### config.mk
export PLATFORM = sky130hd
export DESIGN_NAME = aidc_lite_comp_zrle
export DESIGN_NICKNAME = d
export VERILOG_FILES = /design/src/rtl/aidc_lite_comp_zrle.sv
export SDC_FILE = /design/constraint.sdc
export NUM_CORES = 1
export LEC_CHECK = 0
export ABC_CLOCK_PERIOD_IN_PS = 5600
export CAP_MARGIN = 20
export CORE_UTILIZATION = 45
export DETAILED_ROUTE_END_ITERATION = 12
export PLACE_DENSITY = 0.74
export SLEW_MARGIN = 40
export SYNTH_ARGS = -nofsm -noshare
export SYNTH_HDL_FRONTEND = slang
export SYNTH_SLANG_ARGS = --single-unit
### constraint.sdc
create_clock -name clk -period 5.6 [get_ports clk]
set_input_delay 0.56 -clock clk [delete_from_list [all_inputs] [get_ports clk]]
set_output_delay 0.56 -clock clk [all_outputs]
set_load 0.02 [all_outputs]
### src/rtl/aidc_lite_comp_zrle.sv
// ============================================================================
//  Module   : aidc_lite_comp_zrle
//  Purpose  : Zero-run-length encoder reading one 64-bit buffer block and
//             emitting a framed 32-bit header/literal/terminator token stream.
//  Revision : 1.0  initial release
// ============================================================================
`default_nettype none

module aidc_lite_comp_zrle #(
    parameter int ADDR_WIDTH = 4,
    parameter int RUN_W      = ADDR_WIDTH + 2,
    parameter int CNT_W      = ADDR_WIDTH + 3
) (
    input  logic                  clk,
    input  logic                  rst_n,
    input  logic                  start_i,
    output logic                  busy_o,
    output logic                  done_o,
    output logic [CNT_W-1:0]      word_cnt_o,
    output logic [ADDR_WIDTH-1:0] buf_raddr_o,
    input  logic [63:0]           buf_rdata_i,
    output logic                  valid_o,
    input  logic                  ready_i,
    output logic                  sop_o,
    output logic                  eop_o,
    output logic [31:0]           data_o
);

    typedef enum logic [3:0] {
        S_IDLE, S_RD, S_WAIT, S_SCAN_LO, S_SCAN_HI, S_HDR, S_LIT, S_TERM, S_DONE
    } state_t;

    localparam logic [ADDR_WIDTH-1:0] LAST_ADDR = '1;

    state_t                state_q,    state_d;
    logic [ADDR_WIDTH-1:0] raddr_q,    raddr_d;
    logic [63:0]           word_q,     word_d;
    logic [RUN_W-1:0]      run_q,      run_d;
    logic [CNT_W-1:0]      cnt_q,      cnt_d;
    logic [CNT_W-1:0]      word_cnt_q, word_cnt_d;
    logic                  sop_seen_q, sop_seen_d;
    logic                  lit_hi_q,   lit_hi_d;

    logic                  accept;
    logic [31:0]           elem_lo;
    logic [31:0]           elem_hi;

    assign elem_lo = word_q[31:0];
    assign elem_hi = word_q[63:32];

    // Outputs decode only from registered state, so ready_i never reaches valid_o.
    always_comb begin
        valid_o     = (state_q == S_HDR) || (state_q == S_LIT) || (state_q == S_TERM);
        sop_o       = valid_o && !sop_seen_q;
        eop_o       = (state_q == S_TERM);
        done_o      = (state_q == S_DONE);
        busy_o      = (state_q != S_IDLE);
        word_cnt_o  = word_cnt_q;
        buf_raddr_o = raddr_q;
        accept      = valid_o && ready_i;
        case (state_q)
            S_HDR:   data_o = {{(32-RUN_W){1'b0}}, run_q};
            S_LIT:   data_o = lit_hi_q ? elem_hi : elem_lo;
            S_TERM:  data_o = {1'b1, {(31-RUN_W){1'b0}}, run_q};
            default: data_o = 32'h0;
        endcase
    end

    always_comb begin
        state_d    = state_q;
        raddr_d    = raddr_q;
        word_d     = word_q;
        run_d      = run_q;
        cnt_d      = cnt_q;
        word_cnt_d = word_cnt_q;
        sop_seen_d = sop_seen_q;
        lit_hi_d   = lit_hi_q;

        if (accept) begin
            cnt_d      = cnt_q + CNT_W'(1);
            sop_seen_d = 1'b1;
        end

        case (state_q)
            S_IDLE: begin
                if (start_i) begin
                    run_d      = '0;
                    cnt_d      = '0;
                    sop_seen_d = 1'b0;
                    raddr_d    = '0;
                    state_d    = S_RD;
                end
            end
            S_RD:   state_d = S_WAIT;
            S_WAIT: begin
                word_d  = buf_rdata_i;
                state_d = S_SCAN_LO;
            end
            S_SCAN_LO: begin
                if (elem_lo != 32'h0) begin
                    lit_hi_d = 1'b0;
                    state_d  = S_HDR;
                end else begin
                    run_d   = run_q + RUN_W'(1);
                    state_d = S_SCAN_HI;
                end
            end
            S_SCAN_HI: begin
                if (elem_hi != 32'h0) begin
                    lit_hi_d = 1'b1;
                    state_d  = S_HDR;
                end else begin
                    run_d = run_q + RUN_W'(1);
                    if (raddr_q == LAST_ADDR) begin
                        state_d = S_TERM;
                    end else begin
                        raddr_d = raddr_q + ADDR_WIDTH'(1);
                        state_d = S_RD;
                    end
                end
            end
            S_HDR: begin
                if (accept) begin
                    run_d   = '0;
                    state_d = S_LIT;
                end
            end
            S_LIT: begin
                // A literal from the low half still has the high half to scan.
                if (accept) begin
                    if (!lit_hi_q) begin
                        state_d = S_SCAN_HI;
                    end else if (raddr_q == LAST_ADDR) begin
                        state_d = S_TERM;
                    end else begin
                        raddr_d = raddr_q + ADDR_WIDTH'(1);
                        state_d = S_RD;
                    end
                end
            end
            S_TERM: begin
                if (accept) begin
                    word_cnt_d = cnt_q + CNT_W'(1);
                    state_d    = S_DONE;
                end
            end
            S_DONE:  state_d = S_IDLE;
            default: state_d = S_IDLE;
        endcase
    end

    always_ff @(posedge clk or negedge rst_n) begin
        if (!rst_n) begin
            state_q    <= S_IDLE;
            raddr_q    <= '0;
            word_q     <= '0;
            run_q      <= '0;
            cnt_q      <= '0;
            word_cnt_q <= '0;
            sop_seen_q <= 1'b0;
            lit_hi_q   <= 1'b0;
        end else begin
            state_q    <= state_d;
            raddr_q    <= raddr_d;
            word_q     <= word_d;
            run_q      <= run_d;
            cnt_q      <= cnt_d;
            word_cnt_q <= word_cnt_d;
            sop_seen_q <= sop_seen_d;
            lit_hi_q   <= lit_hi_d;
        end
    end

endmodule

`default_nettype wire

# Word-level counts from Yosys, hierarchy flattened
# Cells that the tools add are included.
[word_totals] wordCells=77 register_bits=94
[classes] n_mux=31 n_eq_ne=18 n_addsub=3 reduce_logical=17
[ops] operator="$pmux W32 S3" n=1
[ops] operator="$reduce_bool A32 Y1" n=2
[ops] operator="$mux W4" n=9
[ops] operator="$mux W32" n=1
[ops] operator="$pmux W4 S8" n=1
[ops] operator="$mux W6" n=4
[ops] operator="$pmux W6 S4" n=1
[ops] operator="$mux W7" n=3
[ops] operator="$eq A4 B3 Y1 const B" n=4
[ops] operator="$ne A2 B2 Y1 const B" n=8
[ops] operator="$pmux W4 S3" n=1
[ops] operator="$reduce_and A5 Y1" n=2
[ops] operator="$mux W3" n=3
[ops] operator="$eq A4 B2 Y1 const B" n=2
[ops] operator="$eq A4 B4 Y1 const B" n=2
[ops] operator="$reduce_bool A4 Y1" n=2
[ops] operator="$add A7 B1 Y7 const B" n=1
[ops] operator="$add A6 B1 Y6 const B" n=1
[ops] operator="$mux W1" n=6
[ops] operator="$add A4 B1 Y4 const B" n=1
[ops] operator="$eq A4 B1 Y1 const B" n=1
[ops] operator="$logic_not A4 Y1" n=1
[ops] operator="$reduce_and A4 Y1" n=1
[ops] operator="$reduce_and A3 Y1" n=1
[ops] operator="8 further kinds" n=10

# Depth between registers and ports, before layout
[depth] word_depth=7 mapped_depth=7

# Worst setup path before layout
# No wires, ideal clock.
[synth_path] path_kind="register to output" from="register state_q[3]" to="output port data_o[10]" stages_incl_launch_ff=7 required_time_ns=5.040 arrival_time_ns=1.578 path_slack_ns=3.462 path_cell_list="dfrtp_1 > buf_4 > nor2_1 > and4_1 > clkbuf_2 > clkbuf_1 > a22o_1"
[synth_via] elab_chain_cells=2 word_cells_on_any_way=4
[synth_rtl] element="start, declared" line="35" rtl="state_t state_q, state_d;"
[synth_rtl] element="start signal, assigned" line="163" rtl="state_q <= state_d;"
[synth_rtl] element="$eq A4 B3 Y1" line="61" rtl="case (state_q)"
[synth_rtl] element="$pmux W32 S3 (*)" line="61"
[synth_rtl] element="end, declared" line="26" rtl="output logic [31:0] data_o"
# Mark *: on every way between the ends. The rest lies on a longest branch, timed or not.

# Final worst setup path
[layout_path] from="register state_q[0]" to="output port data_o[2]"
# Same word-level chain as after synthesis.

==> metrics.md <==
| Metric | Value |
|---|---|
| Synthesized netlist net count | 455 |
| Global-route wire length before repair | 17.47 mm |
| Number of distinct library cells after synthesis | 52 |
| Total Wirelength | 10.82 mm |
| Share of the synthesized area in the top cell type | 51.24% |
| Cells after Synth | 384 |
| Net count of the finished layout | 562 |
| Final setup violating endpoints | 0 |
| Int Power | 1.895 mW |
| Area fraction in and, or, nand and nor cells after synthesis | 13.44% |
| Hpwl dp | 7.798 mm |
| Setup repair after global routing missed its margin | no |
| Top achievable clock speed | 0.2684 GHz |
| Max Slew Vio Count | 0 |
| Total Neg Setup Slack | 0 ns |
| Top FF cell, synth | dfrtp_1 |
| CTS tree | built |
| Number of setup buffers added after CTS | 0 |
| Die Width | 103 um |
| Global-route total usage across every layer | 21.69% |
| Top post-synthesis cells by area | dfrtp_1 51%, mux2_2 15%, a22o_1 5.0%, nand2_1 2.5%, nor4_1 2.2% |
| Total of buffers placed on input and output ports | 115 |
| Worst setup slack after layout | 1.874 ns |
| Leftover overflow at the end of global routing | 0 |
| Relative contribution of sequential cells to total power | 42.3% |
| CTS Root Buffer Type | clkbuf_8 |
| Total number of H-tree levels | 3 |
| Combinational family with the most area after synthesis | multiplexers |
| Share of the synthesized area in compound gates (AO/OA/AOI/OAI) | 11.07% |
| DRC | 0 |
| Leakage | 2.507 nW |
| Top library cells by usage in the layout, fill and taps aside | 114 x clkdlybuf4s50_1, 94 x dfrtp_1, 62 x mux2_2 |
| Area of placed instances | 5814 um2 |
| Clock slew at reported path FFs | 0.09 ns |
| Status | finished, final reports clean |
| Number of antenna violations at the first check in global routing | 0 |
| Final hold violation count | 0 |
| Number of design-rule violations left by the first detailed-router iteration | 198 |
| Number of placement rows | 36 |
| Kind of capture point of the worst setup path | output port |
| Core region area | 9819 um2 |
| DR vias/cell | 5.510 |
| Crit-path max FO | 21 |
| Number of warnings issued by yosys | 0 |
| Maximum number of pins on one net before global-route repair | 70 |
| Switching power | 1.138 mW |
| Worst Max-Slew Pin Slew | 0.7856 ns |
| ANT nets after route | 0 |
| Startpoint type of the worst setup path | register |
| Sink Count | 94 |
| Number of buffers inserted during clock tree synthesis | 9 |
| Share of total power in combinational logic | 41.1% |
| Post-place setup slack | 2.258 ns |
| CP arrival | 3.17 ns |
| Antenna diode count | 0 |
| Final period demand of the worst path | 3.726 ns |
| Share of synthesized flip-flops with an asynchronous set or reset | 100.0% |
| Synthesized flop and latch total | 94 |
| Fraction of power spent switching nets | 37.52% |
| Die area | 10,610 um2 |
| Data required time at the worst endpoint | 5.04 ns |
| Post-synthesis instance area | 4591 um2 |
| Post-Synth Adder-Cell Area | 0.8177% |
| Via count | 3,460 |
| CTS max path bufs | 2 |
| Total of max-cap violations | 0 |
| Height of the chip | 103 um |
| Post-synthesis area per instance | 11.95 um2 |
| Fin Clk Skew | 0.006342 ns |
| Power share of the clock group | 16.6% |
| Ratio of cells with drive above 1 in the final layout | 19.80% |
| Number of flops mapped to enable cells by yosys | 0 |
| Routability cong. | 0.8229 |
| Total I/O pin count | 116 |
| Area leader, netlist | dfrtp_1 |
| Finished Core Util | 61.44% |
| Area growth syn-to-layout | 31.43% |
| Avg WL per Cell | 17.24 um |
| Tightest slew margin relative to the limit | 47.63% |
| Register area share after synthesis | 51.24% |
| Fin area | 6033 um2 |
| Most common cell after layout, fill and taps aside | clkdlybuf4s50_1 |
| 1st-pass router iterations | 6 |
| Max IR drop VDD | 0.2427 mV |
| Post-route clock period utilization | 66.53% |
| Hold WC Path Type | in2async |
| Multiplexer area fraction after synthesis | 17.88% |
| Source-to-sink clock delay at the later pin of the worst-skew pair | 0.36 ns |
| Worst Hold Margin | 0.09567 ns |
| Number of global-route vias before repair | 3,497 |
| Classification of the worst setup path | reg2out |
| Post-synthesis share of cell area spent on xor and xnor gates | 2.099% |
| Power per Cell Area | 502.8 nW/um2 |
| Number of instances resized during post-cts repair | 0 |
| CTS hold repair buffers | 0 |
| Starting density of the core | 46.75% |
-- power by group through the flow --
stage | Sequential [mW] | Combinational, mW | Clock, mW
finish | 1.28 | 1.25 | 0.502
global route | 1.33 | 1.36 | 0.536
CTS | 1.28 | 1.26 | 0.510
detailed placement | 1.29 | 1.25 | 0
global placement | 1.28 | 1.22 | 0
floorplan | 1.18 | 0.925 | 0
-- Yosys cell counts, drive strengths merged, types with 2 or more instances --
master,instances
o2bb2ai,4
dfrtp,94
a21oi,3
xor2,5
nand4,8
mux2,69
o21ai,8
nor2,22
mux2i,4
nor4b,3
a211oi,2
clkbuf,8
nor2b,4
buf,14
inv,10
nor3b,3
nand2,30
xnor2,6
and3,7
nand3,7
nand2b,7
a22o,26
a222oi,6
ha,3
nor4,16
-- through the flow --
stage / cells / total power, mW
final: 628 / 3.033
after global routing: 628 / 3.226
after CTS: 628 / 3.045
after detailed placement: 613 / 2.539
after global placement: 613 / 2.499
after floorplan: 384 / 2.105
-- state kept, by name (all words and copies together) (netlist names) --
register     flops
word_cnt_o       7
run_q            6
lit_hi_q         1
buf_raddr_o      4
cnt_q            7
word_q          64
sop_seen_q       1
state_q          4
-- final cells by class --
type	count	area [um2]
well taps	133	166.4
fillers	848	3786
repair buffers	118	1175
clock buffers	9	123.9
clock inverters	6	95.09
flip-flops and latches	94	2352
inverters	10	37.54
multi-input cells	258	2083
-- final timing paths --
| kind | startpoint | to | slack, ns | depth (start not counted) |
|---|---|---|---|---|
| max reg2reg | state_q[0] | buf_raddr_o[0] | 3.18 | 5 |
| min | rst_n | word_q[50] | 0.1 | 1 |
| min in group clk | word_cnt_o[0] | word_cnt_o[0] | 0.49 | 2 |
| min reg2reg | word_cnt_o[0] | word_cnt_o[0] | 0.49 | 2 |
| max in group asynchronous | rst_n | word_q[35] | 4.60 | 2 |
| max | state_q[0] | data_o[2] | 1.87 | 7 |
-- worst max-delay path, cell delays in order (launching register included) --
cell and delay, ns:
dfrtp_1 0.58, nor2_1 0.33, nand2_1 0.21, nor2_2 0.51, buf_4 0.36, a222oi_1 0.12, inv_1 0.09, clkdlybuf4s50_1 0.61
-- cells by family (layout without fill, tap and decap cells) --
logic type	Yosys count	count (layout)
buffers and inverters	32	143
muxes	73	73
and+or+nand+nor	111	111
adders and majority gates	3	3
xor gates and xnor gates	11	11
AOI/OAI and AO/OA	60	60
DFF	94	94
-- layer usage --
layer / share of wire, % / track usage, % / up-vias
met5: 0 / 0 / -
met4: 0.93 / 6.934 / 0
met3: 5.2 / 4.271 / 11
met2: 48 / 34.05 / 103
met1: 45 / 30.36 / 1710
li1: - / - / 1636
Power figures use the tool's default switching activity.
==> RTL change (config.mk and constraints unchanged) <==
Encoding of `state_t`: now one-hot (9 bits for 9 states).
--- a/src/rtl/aidc_lite_comp_zrle.sv
+++ b/src/rtl/aidc_lite_comp_zrle.sv
@@ -26,8 +26,8 @@
     output logic [31:0]           data_o
 );
 
-    typedef enum logic [3:0] {
-        S_IDLE, S_RD, S_WAIT, S_SCAN_LO, S_SCAN_HI, S_HDR, S_LIT, S_TERM, S_DONE
+    typedef enum logic [8:0] {
+        S_IDLE = 9'b000000001, S_RD = 9'b000000010, S_WAIT = 9'b000000100, S_SCAN_LO = 9'b000001000, S_SCAN_HI = 9'b000010000, S_HDR = 9'b000100000, S_LIT = 9'b001000000, S_TERM = 9'b010000000, S_DONE = 9'b100000000
     } state_t;
 
     localparam logic [ADDR_WIDTH-1:0] LAST_ADDR = '1;
Function: same outputs for any inputs over 10 cycles, from zero or initial values and one cycle with rst_n low; not proved beyond that.
==> RTL change against the original RTL <==
Die area up 7.2%. Clock power is 1% higher. Sequential share of layout area is 0.31 points lower. Global-route usage rose by 1.7 points. Power fell by 20%. Worst setup slack got worse by 91 ps. Design area grew 6.4%. Critical path depth shrank 1. Core utilization shrank 0.11 points. Sequential power down 5%. Largest cell class unchanged. Critical path type unchanged. Synthesized area rose by 7.4%. Sequential cell count up 5. Fmax down 2.4%. Routed wire length up 14%.
==> RTL change: results (changes against the original RTL) <==
| Metric | Value |
|---|---|
| Initial antenna violation count | 0 (unchanged) |
| Synthesis warning total | 0 (unchanged) |
| Mapped Cells | 430 (+12%) |
| DP Worst Slack | 2210 ps (-45.3 ps) |
| Largest net degree at the start of global routing | 67 (-4.3%) |
| Syn nets | 501 (+10%) |
| H-tree depth | 3 (unchanged) |
| Count of different cell masters after synthesis | 47 (-9.6%) |
| Top delay family on crit path | simple AND/OR/NAND/NOR gates |
| Routed vias/inst | 5.70 (+3.4%) |
| Post-synthesis adder-cell area fraction | 0.00762 (-0.000560) |
| Multiplexer area fraction after synthesis | 0.224 (+0.0449) |
| CP max FO | 10 (-52%) |
| Worst hold path type | input pin to asynchronous set/reset pin |
| Total GRT Usage | 0.234 (+0.0174) |
| Worst vdd rail ir drop | 0.234 mV (-3.6%) |
| Reg2reg path depth | 5 (unchanged) |
| Post-synthesis sequential area ratio | 0.503 (-0.00948) |
| Rel. slew slack | 0.523 (+0.0466) |
| Fin nets | 609 (+8.4%) |
| DRT iter0 DRCs | 121 (-39%) |
| Slew Limit Fails | 0 (unchanged) |
| Dpl hpwl | 8.96 mm (+15%) |
| TritonCTS buffer count | 9 (unchanged) |
| Gpl congestion | 0.883 (+7.3%) |
| Area after DPL | 6180 um^2 (+6.3%) |
| WP data arrival | 3260 ps (+90 ps) |
| Status | complete, no violations |
| I/O Buffers | 115 (unchanged) |
| Worst Skew | 13.7 ps (+7.38 ps) |
| Pleak | 2.59 nW (+3.3%) |
| Reg-to-reg startpoint | state_q[7] |
| Setup repair bufs after CTS | 0 (unchanged) |
| Biggest cell delay along the critical path | 630 ps (+20 ps) |
| Placed insts | 662 (+8.0%) |
| Register-to-Register Setup Slack | 2840 ps (-340 ps) |
| Commonest cells post-synth | 98 x dfrtp_1, 65 x mux2_2, 40 x nor2_1 |
| Compound-Gate Fraction of Synth Area | 0.0561 (-0.0546) |
| DRT Pass-1 Iters | 5 (-1) |
| Reg2Reg Capture Point | run_q[3] |
| Ys flop type | dfrtp_1 |
| Biggest regs | word_q x64, state_q x9 |
| Layout cell share with drive strength beyond 1 | 0.183 (-0.0153) |
| Post-Synth XOR/XNOR Area | 0.0267 (+0.00567) |
| Vias in the first global route | 4,077 (+17%) |
| First-pass GRT wire length | 20.6 mm (+18%) |
| Ranking of synthesized cells by area | dfrtp_1 50%, mux2_2 15%, mux2i_1 7.5%, nor2_1 3.0%, nor4_1 2.8% |
| P_sw | 0.000798 W (-30%) |
| Routed len/inst | 18.2 um (+5.7%) |
| Slowest-stage cell, CP | clkdlybuf4s50_1 |
| CTS Buffer Depth | 2 (unchanged) |
| Layout Cells excl Fill | 678 (+8.0%) |
| Asr flop ratio synth | 1.00 (unchanged) |
==> RTL change: final cells by class <==
type,instances,area [um^2]
Inverter,13,48.8
Multi-Input combinational cell,296,2310
Fill cell,887,4050
Timing Repair Buffer,119,1190
Clock inverter,5,86.3
Clock buffer,10,128
Tap cell,136,170
Sequential cell,99,2480
==> RTL change: power groups by stage <==
stage	logic [W]	registers, W	clock network [W]
3_5_place_dp	0.000705	0.00124	0
4_1_cts	0.000709	0.00122	0.000521
3_3_place_gp	0.000688	0.00122	0
2_1_floorplan	0.000541	0.00113	0
6_report	0.000707	0.00122	0.000507
5_1_grt	0.000776	0.00126	0.000552
==> RTL change: worst register-to-register path, cell delays in order, from the launching register on <==
cell and delay, ps:
dfrtp_1 520, or4_4 620, nor4b_1 600, o21ai_1 450
o2111a_4 320, a31oi_1 180
==> RTL change: worst max-delay path by stage <==
stage / slack, ps / start / endpoint / depth (start not counted)
5_1_grt: 1650 / state_q[3] / data_o[1] / 6
2_1_floorplan: 2970 / state_q[3] / data_o[0] / 6
4_1_cts: 1800 / state_q[3] / data_o[4] / 6
3_5_place_dp: 2210 / state_q[3] / data_o[4] / 6
6_report: 1780 / state_q[3] / data_o[1] / 6
3_3_place_gp: 2270 / state_q[3] / data_o[2] / 6
==> RTL change: cells by family after synthesis <==
logic type	after synthesis
and+or+nand+nor	136
AOI/OAI and AO/OA	40
adders and majority gates	3
muxes	102
buffers and inverters	35
DFF	99
xor gates and xnor gates	15
==> RTL change: per-layer routing <==
metal,GRT usage,routed length (um),share of wire,vias to the layer above
met2,0.385,6110,0.49,125
met1,0.301,5290,0.43,1941
met4,0.0724,154,0.012,0
met5,0,0,0,-
met3,0.0644,797,0.065,11
li1,-,-,-,1786
==> RTL change: per-stage QoR <==
stage / hold slack [ps] / total power [W] / util
2_1_floorplan: 264 / 0.00167 / -
5_1_grt: 211 / 0.00259 / 0.613
4_1_cts: 185 / 0.00245 / 0.611
6_report: 177 / 0.00244 / 0.613
3_3_place_gp: 466 / 0.00191 / 0.590
3_5_place_dp: 478 / 0.00194 / 0.591
